--- src/rtl/mac_result_collector_pkg.sv ---
// Shared types and sizing for the MAC result collector.
// Imported by the collector top and its output FIFO.
package AcceleratorPackage;

  localparam int ResultFifoDepth = 8;
  localparam int AccumGuardBits  = 8;

  typedef logic signed [31:0] AcclDataType;

  typedef enum logic [1:0] {
    s_Idle,
    s_Accum,
    s_Emit
  } CollectorStateType;

endpackage

--- src/rtl/mac_result_collector_fifo.sv ---
// Synchronous result FIFO: one write port, one registered read port.
// A push into a full FIFO is dropped unless a pop frees a slot that cycle.
module result_fifo #(
  parameter int W     = 32,
  parameter int DEPTH = 8
) (
  input  logic                       clk_i,
  input  logic                       clr_i,
  input  logic                       push_i,
  input  logic [W-1:0]               push_data_i,
  input  logic                       pop_i,
  output logic [W-1:0]               pop_data_o,
  output logic                       pop_valid_o,
  output logic [$clog2(DEPTH):0]     count_o,
  output logic                       overflow_o
);

  localparam int AW = $clog2(DEPTH);
  localparam int CW = AW + 1;

  logic [W-1:0]  mem_q [DEPTH];
  logic [AW-1:0] wr_ptr_q;
  logic [AW-1:0] rd_ptr_q;
  logic [CW-1:0] count_q;
  logic [W-1:0]  data_q;
  logic          valid_q;
  logic          ovf_q;

  logic do_pop_w;
  logic do_push_w;
  logic full_w;

  assign full_w    = (count_q == CW'(DEPTH));
  assign do_pop_w  = pop_i && (count_q != '0);
  assign do_push_w = push_i && (!full_w || do_pop_w);

  always_ff @(posedge clk_i) begin
    if (do_push_w) begin
      mem_q[wr_ptr_q] <= push_data_i;
    end
  end

  // Power-of-two depth: pointers wrap by natural overflow.
  always_ff @(posedge clk_i) begin
    if (clr_i) begin
      wr_ptr_q <= '0;
      rd_ptr_q <= '0;
      count_q  <= '0;
      data_q   <= '0;
      valid_q  <= 1'b0;
      ovf_q    <= 1'b0;
    end else begin
      valid_q <= do_pop_w;
      if (do_push_w) begin
        wr_ptr_q <= wr_ptr_q + 1'b1;
      end
      if (do_pop_w) begin
        data_q   <= mem_q[rd_ptr_q];
        rd_ptr_q <= rd_ptr_q + 1'b1;
      end
      unique case ({do_push_w, do_pop_w})
        2'b10:   count_q <= count_q + 1'b1;
        2'b01:   count_q <= count_q - 1'b1;
        default: count_q <= count_q;
      endcase
      if (push_i && !do_push_w) begin
        ovf_q <= 1'b1;
      end
    end
  end

  assign pop_data_o  = data_q;
  assign pop_valid_o = valid_q;
  assign count_o     = count_q;
  assign overflow_o  = ovf_q;

endmodule

--- src/rtl/mac_result_collector.sv ---
// Accumulates groups of partial MAC results, saturates and optionally
// applies ReLU, then queues each final value for bus reads.
module mac_result_collector
  import AcceleratorPackage::*;
#(
  parameter int DATA_W     = $bits(AcclDataType),
  parameter int ACC_W      = DATA_W + AccumGuardBits,
  parameter int FIFO_DEPTH = ResultFifoDepth
) (
  input  logic                          clk,
  input  logic                          reset,
  input  logic                          ClearIn,
  input  logic                          ResultValidIn,
  input  logic [DATA_W-1:0]             ResultIn,
  input  logic [3:0]                    AccumLenIn,
  input  logic                          ReluEnIn,
  input  logic                          ReadEnIn,
  output logic [DATA_W-1:0]             DataOut,
  output logic                          DataValidOut,
  output logic [$clog2(FIFO_DEPTH):0]   FifoCountOut,
  output logic                          StallOut,
  output logic                          OverflowOut
);

  localparam int CW = $clog2(FIFO_DEPTH) + 1;

  CollectorStateType        state_q;
  logic signed [ACC_W-1:0]  acc_q;
  logic [4:0]               len_q;
  logic [4:0]               beat_q;

  logic                     clr_w;
  logic [ACC_W-1:0]         res_ext_w;
  logic [4:0]               len_w;
  logic [ACC_W-DATA_W:0]    hi_w;
  logic [DATA_W-1:0]        sat_w;
  logic [DATA_W-1:0]        final_w;
  logic                     push_w;

  assign clr_w     = reset || ClearIn;
  assign res_ext_w = {{(ACC_W-DATA_W){ResultIn[DATA_W-1]}}, ResultIn};
  assign len_w     = (AccumLenIn == 4'd0) ? 5'd16 : {1'b0, AccumLenIn};

  always_ff @(posedge clk) begin
    if (clr_w) begin
      state_q <= s_Idle;
      acc_q   <= '0;
      len_q   <= '0;
      beat_q  <= '0;
    end else begin
      unique case (state_q)
        s_Accum: begin
          if (ResultValidIn) begin
            acc_q  <= acc_q + res_ext_w;
            beat_q <= beat_q + 5'd1;
            if (beat_q + 5'd1 == len_q) begin
              state_q <= s_Emit;
            end
          end
        end
        s_Idle, s_Emit: begin
          // A beat during emit opens the next group without a bubble.
          if (ResultValidIn) begin
            acc_q   <= res_ext_w;
            len_q   <= len_w;
            beat_q  <= 5'd1;
            state_q <= (len_w == 5'd1) ? s_Emit : s_Accum;
          end else begin
            state_q <= s_Idle;
          end
        end
        default: state_q <= s_Idle;
      endcase
    end
  end

  assign hi_w = acc_q[ACC_W-1:DATA_W-1];

  always_comb begin
    sat_w = acc_q[DATA_W-1:0];
    if (!((&hi_w) || !(|hi_w))) begin
      sat_w = acc_q[ACC_W-1] ? {1'b1, {(DATA_W-1){1'b0}}}
                             : {1'b0, {(DATA_W-1){1'b1}}};
    end
  end

  assign final_w = (ReluEnIn && sat_w[DATA_W-1]) ? '0 : sat_w;
  assign push_w  = (state_q == s_Emit);

  assign StallOut =
    (FifoCountOut >= CW'(FIFO_DEPTH - 1)) ||
    ((FifoCountOut == CW'(FIFO_DEPTH - 2)) && push_w);

  result_fifo #(
    .W     (DATA_W),
    .DEPTH (FIFO_DEPTH)
  ) u_fifo (
    .clk_i       (clk),
    .clr_i       (clr_w),
    .push_i      (push_w),
    .push_data_i (final_w),
    .pop_i       (ReadEnIn),
    .pop_data_o  (DataOut),
    .pop_valid_o (DataValidOut),
    .count_o     (FifoCountOut),
    .overflow_o  (OverflowOut)
  );

endmodule

--- config.mk ---
export PLATFORM = sky130hd
export DESIGN_NAME = mac_result_collector
export DESIGN_NICKNAME = d
export VERILOG_FILES = /design/src/rtl/mac_result_collector_pkg.sv /design/src/rtl/mac_result_collector_fifo.sv /design/src/rtl/mac_result_collector.sv
export SDC_FILE = /design/constraint.sdc
export NUM_CORES = 1
export LEC_CHECK = 0
export CORE_MARGIN = 2
export CORE_UTILIZATION = 30
export DETAILED_ROUTE_END_ITERATION = 8
export PLACE_DENSITY = 0.45
export SETUP_SLACK_MARGIN = 0.3
export SLEW_MARGIN = 20
export SYNTH_ARGS = -nofsm -noshare
export SYNTH_HDL_FRONTEND = slang
export SYNTH_SLANG_ARGS = --single-unit
--- constraint.sdc ---
create_clock -name clk -period 6.22 [get_ports clk]
set_input_delay 1.866 -clock clk [delete_from_list [all_inputs] [get_ports clk]]
set_output_delay 1.866 -clock clk [all_outputs]
set_load 0.1 [all_outputs]
==> results.sh <==
export IMPL_final_util=0.356
export IMPL_cts_resized=0
export IMPL_crit_required_ps=6640
export IMPL_synth_seq_cells=352
export IMPL_synth_top_area_cell="edfxtp_1"
export IMPL_ir_drop_v=0.000154
export IMPL_fillers=5236
export IMPL_fp_dieH_um=236
export IMPL_grt_pass1_wl_um=62000
export IMPL_rows=85
export IMPL_ioPinCount=81
export IMPL_hold_viol=0
export IMPL_drv_slew=0
export IMPL_setup_tns_ps=0
export IMPL_yosys_area_top_type_share=0.475
export IMPL_dp_cells=1943
export IMPL_ys_flop_type="edfxtp_1"
export IMPL_start_util=0.302
export IMPL_grt_max_degree=69
export IMPL_power_per_cell_area_nw_per_um2=285
export IMPL_synth_edf_count=256
export IMPL_ys_types=70
export IMPL_cts_tree="done"
export IMPL_routed_via_density=4.96
export IMPL_fp_dieW_um=236
export IMPL_async_flop_share=0
export IMPL_syn_to_final_growth_pct=17.8
export IMPL_htreeDepth=2
export IMPL_yosys_top_cells_area="edfxtp_1 47%, dfxtp_1 12%, mux4_2 8.9%, ha_1 3.5%, mux2i_1 3.3%"
export IMPL_numCtsBuffers=40
export IMPL_syn_inst=1228
export IMPL_period_share=0.741
export IMPL_die_area_um2=55900
export IMPL_dr_pass1_iters=5
export IMPL_status="finished, final reports clean"
export IMPL_io_buffers=80
export IMPL_cap_viol_max_count=0
export IMPL_fmax_mhz=217
export IMPL_end_kind="register"
export IMPL_overflow=0
export IMPL_path_max_fanout=5
export IMPL_syn_area_um2=16200
export IMPL_post_route_min_period_ps=4610
export IMPL_antenna_found_initial=1
export IMPL_fin_cells=2019
export IMPL_final_nets=1378
export IMPL_syn_avg_cell_area_um2=13.2
export IMPL_place_gp_congestion=0.838
export IMPL_setup_viol=0
export IMPL_drc=0
export IMPL_grt_usage=0.145
export IMPL_post_cts_setup_buffers=0
export IMPL_layout_drive_gt1_share=0.127
export IMPL_clockBufferDepth=3
export IMPL_grt_pass1_vias=10200
export IMPL_p_leak_nw=6.11
export IMPL_grt_setup_unrepaired="false"
export IMPL_tightest_slew_ps=995
export IMPL_yosysWarnings=0
export IMPL_clock_skew_ps=20.7
export IMPL_ant_nets=0
export IMPL_routedWlPerCell_um=19.9
export IMPL_path_clk_slew_ps=60
export IMPL_worst_slack_ps=1610
export IMPL_postCtsHoldBufs=0
export IMPL_drt_total_wl_um=40200
export IMPL_syn_num_nets=1317
export IMPL_clk_latency_ps=560
export IMPL_path_class="in -> reg"
export IMPL_core_um2=53600
export IMPL_yosysSeqAreaShare=0.593
export IMPL_pre_cts_slack_ps=1020
export IMPL_drt_iter0_drc=574
export IMPL_dpl_hpwl_um=25400
export IMPL_root_buffer="clkbuf_16"
export IMPL_worstPathArrival_ps=5020
export IMPL_via_count=10000
export IMPL_cts_sinks=352
export IMPL_slew_headroom=0.334
export IMPL_critPathLaunchType="primary input"
export IMPL_hp_class="reg -> reg"
-- area by class of cell --
class,instances,area [um2],area share
flip-flops and latches,352,9620,0.504
inverters,14,52.6,0.00275
multi-input cells,781,6280,0.329
diodes,2,5.00,0.000262
clock buffers,62,1100,0.0578
clock inverters,12,193,0.0101
well taps,696,871,0.0456
repair buffers,100,963,0.0505
-- cell usage in the layout (no fill, tap or decap), drive strengths merged, types with 45 or more instances in the layout --
cell,instances
ha,45
a21oi,87
clkbuf,62
clkdlybuf4s50,80
mux4,64
a211oi,56
mux2i,53
nand2,73
nor2,115
edfxtp,256
dfxtp,96
-- worst paths after layout --
path / start / endpoint / slack (ps) / depth (start not counted)
worst max-delay path: ResultIn[0] / acc_q[36]$_SDFFE_PP0P_ / 1610 / 13
worst min-delay path: len_q[0]$_SDFFE_PP0P_ / len_q[0]$_SDFFE_PP0P_ / 460 / 2
worst max register to register: acc_q[0]$_SDFFE_PP0P_ / acc_q[36]$_SDFFE_PP0P_ / 3010 / 12
worst min register to register: len_q[0]$_SDFFE_PP0P_ / len_q[0]$_SDFFE_PP0P_ / 460 / 2
-- metal layers --
layer  wire length [um]  GRT usage  vias to the layer above  part of all wire
li1                   -          -                     4846                 -
met1              19400      0.202                     4943              0.48
met2              18400      0.231                      180              0.46
met3               1550     0.0263                       40             0.038
met4                795     0.0380                        0             0.020
met5                  0          0                        -                 0
-- stage by stage --
step                hold WS, ps  power (mW)  cell area (um2)
floorplan                   448        2.97            16200
global placement            457        3.14            17800
detailed placement          460        3.14            17800
CTS                         468        5.53            19100
global route                501        5.67            19100
finish                      465        5.44            19100
-- sequential cells by signal (all words and copies together), names as in the netlist --
register and flops:
u_fifo.count_o 4, u_fifo.rd_ptr_q 3, u_fifo.pop_data_o 32, state_q 2, u_fifo.mem_q 256, u_fifo.pop_valid_o 1, beat_q 5, len_q 5
acc_q 40, u_fifo.wr_ptr_q 3, u_fifo.overflow_o 1
-- cells by family (layout without fill, tap and decap cells) --
kind of cell,after synthesis,after routing,synth area share
adders and majority gates,47,47,0.0372
muxes,117,117,0.122
and+or+nand+nor,284,284,0.0796
DFF,352,352,0.593
AOI/OAI and AO/OA,286,286,0.119
buffers and inverters,95,188,0.0239
other,0,2,0
xor gates and xnor gates,47,47,0.0254
-- power breakdown --
| group | switching [mW] | internal, mW |
|---|---|---|
| logic | 0.311 | 0.154 |
| clock network | 0.953 | 1.40 |
| registers | 0.0187 | 2.61 |
| total | 1.28 | 4.16 |
-- Yosys cell counts, drive strengths merged (18+ instances only) --
library cell and instances:
buf 27, o21ai 42, o21a 36, nor2 115
nand2 73, mux2i 53, xor2 21, edfxtp 256
nor3 18, ha 45, dfxtp 96, clkbuf 54
mux4 64, a21oi 87, xnor2 26, a211oi 56
-- worst max-delay path, stage by stage --
cell	delay (ps)
clkdlybuf4s50_1	500
ha_1	230
inv_1	80
fa_1	380
and2b_1	220
o21ai_1	80
o21a_1	250
o21ai_1	360
a21o_1	280
a21oi_1	190
o21ai_0	270
mux2i_1	220
o22ai_1	90
Power figures use the tool's default switching activity.
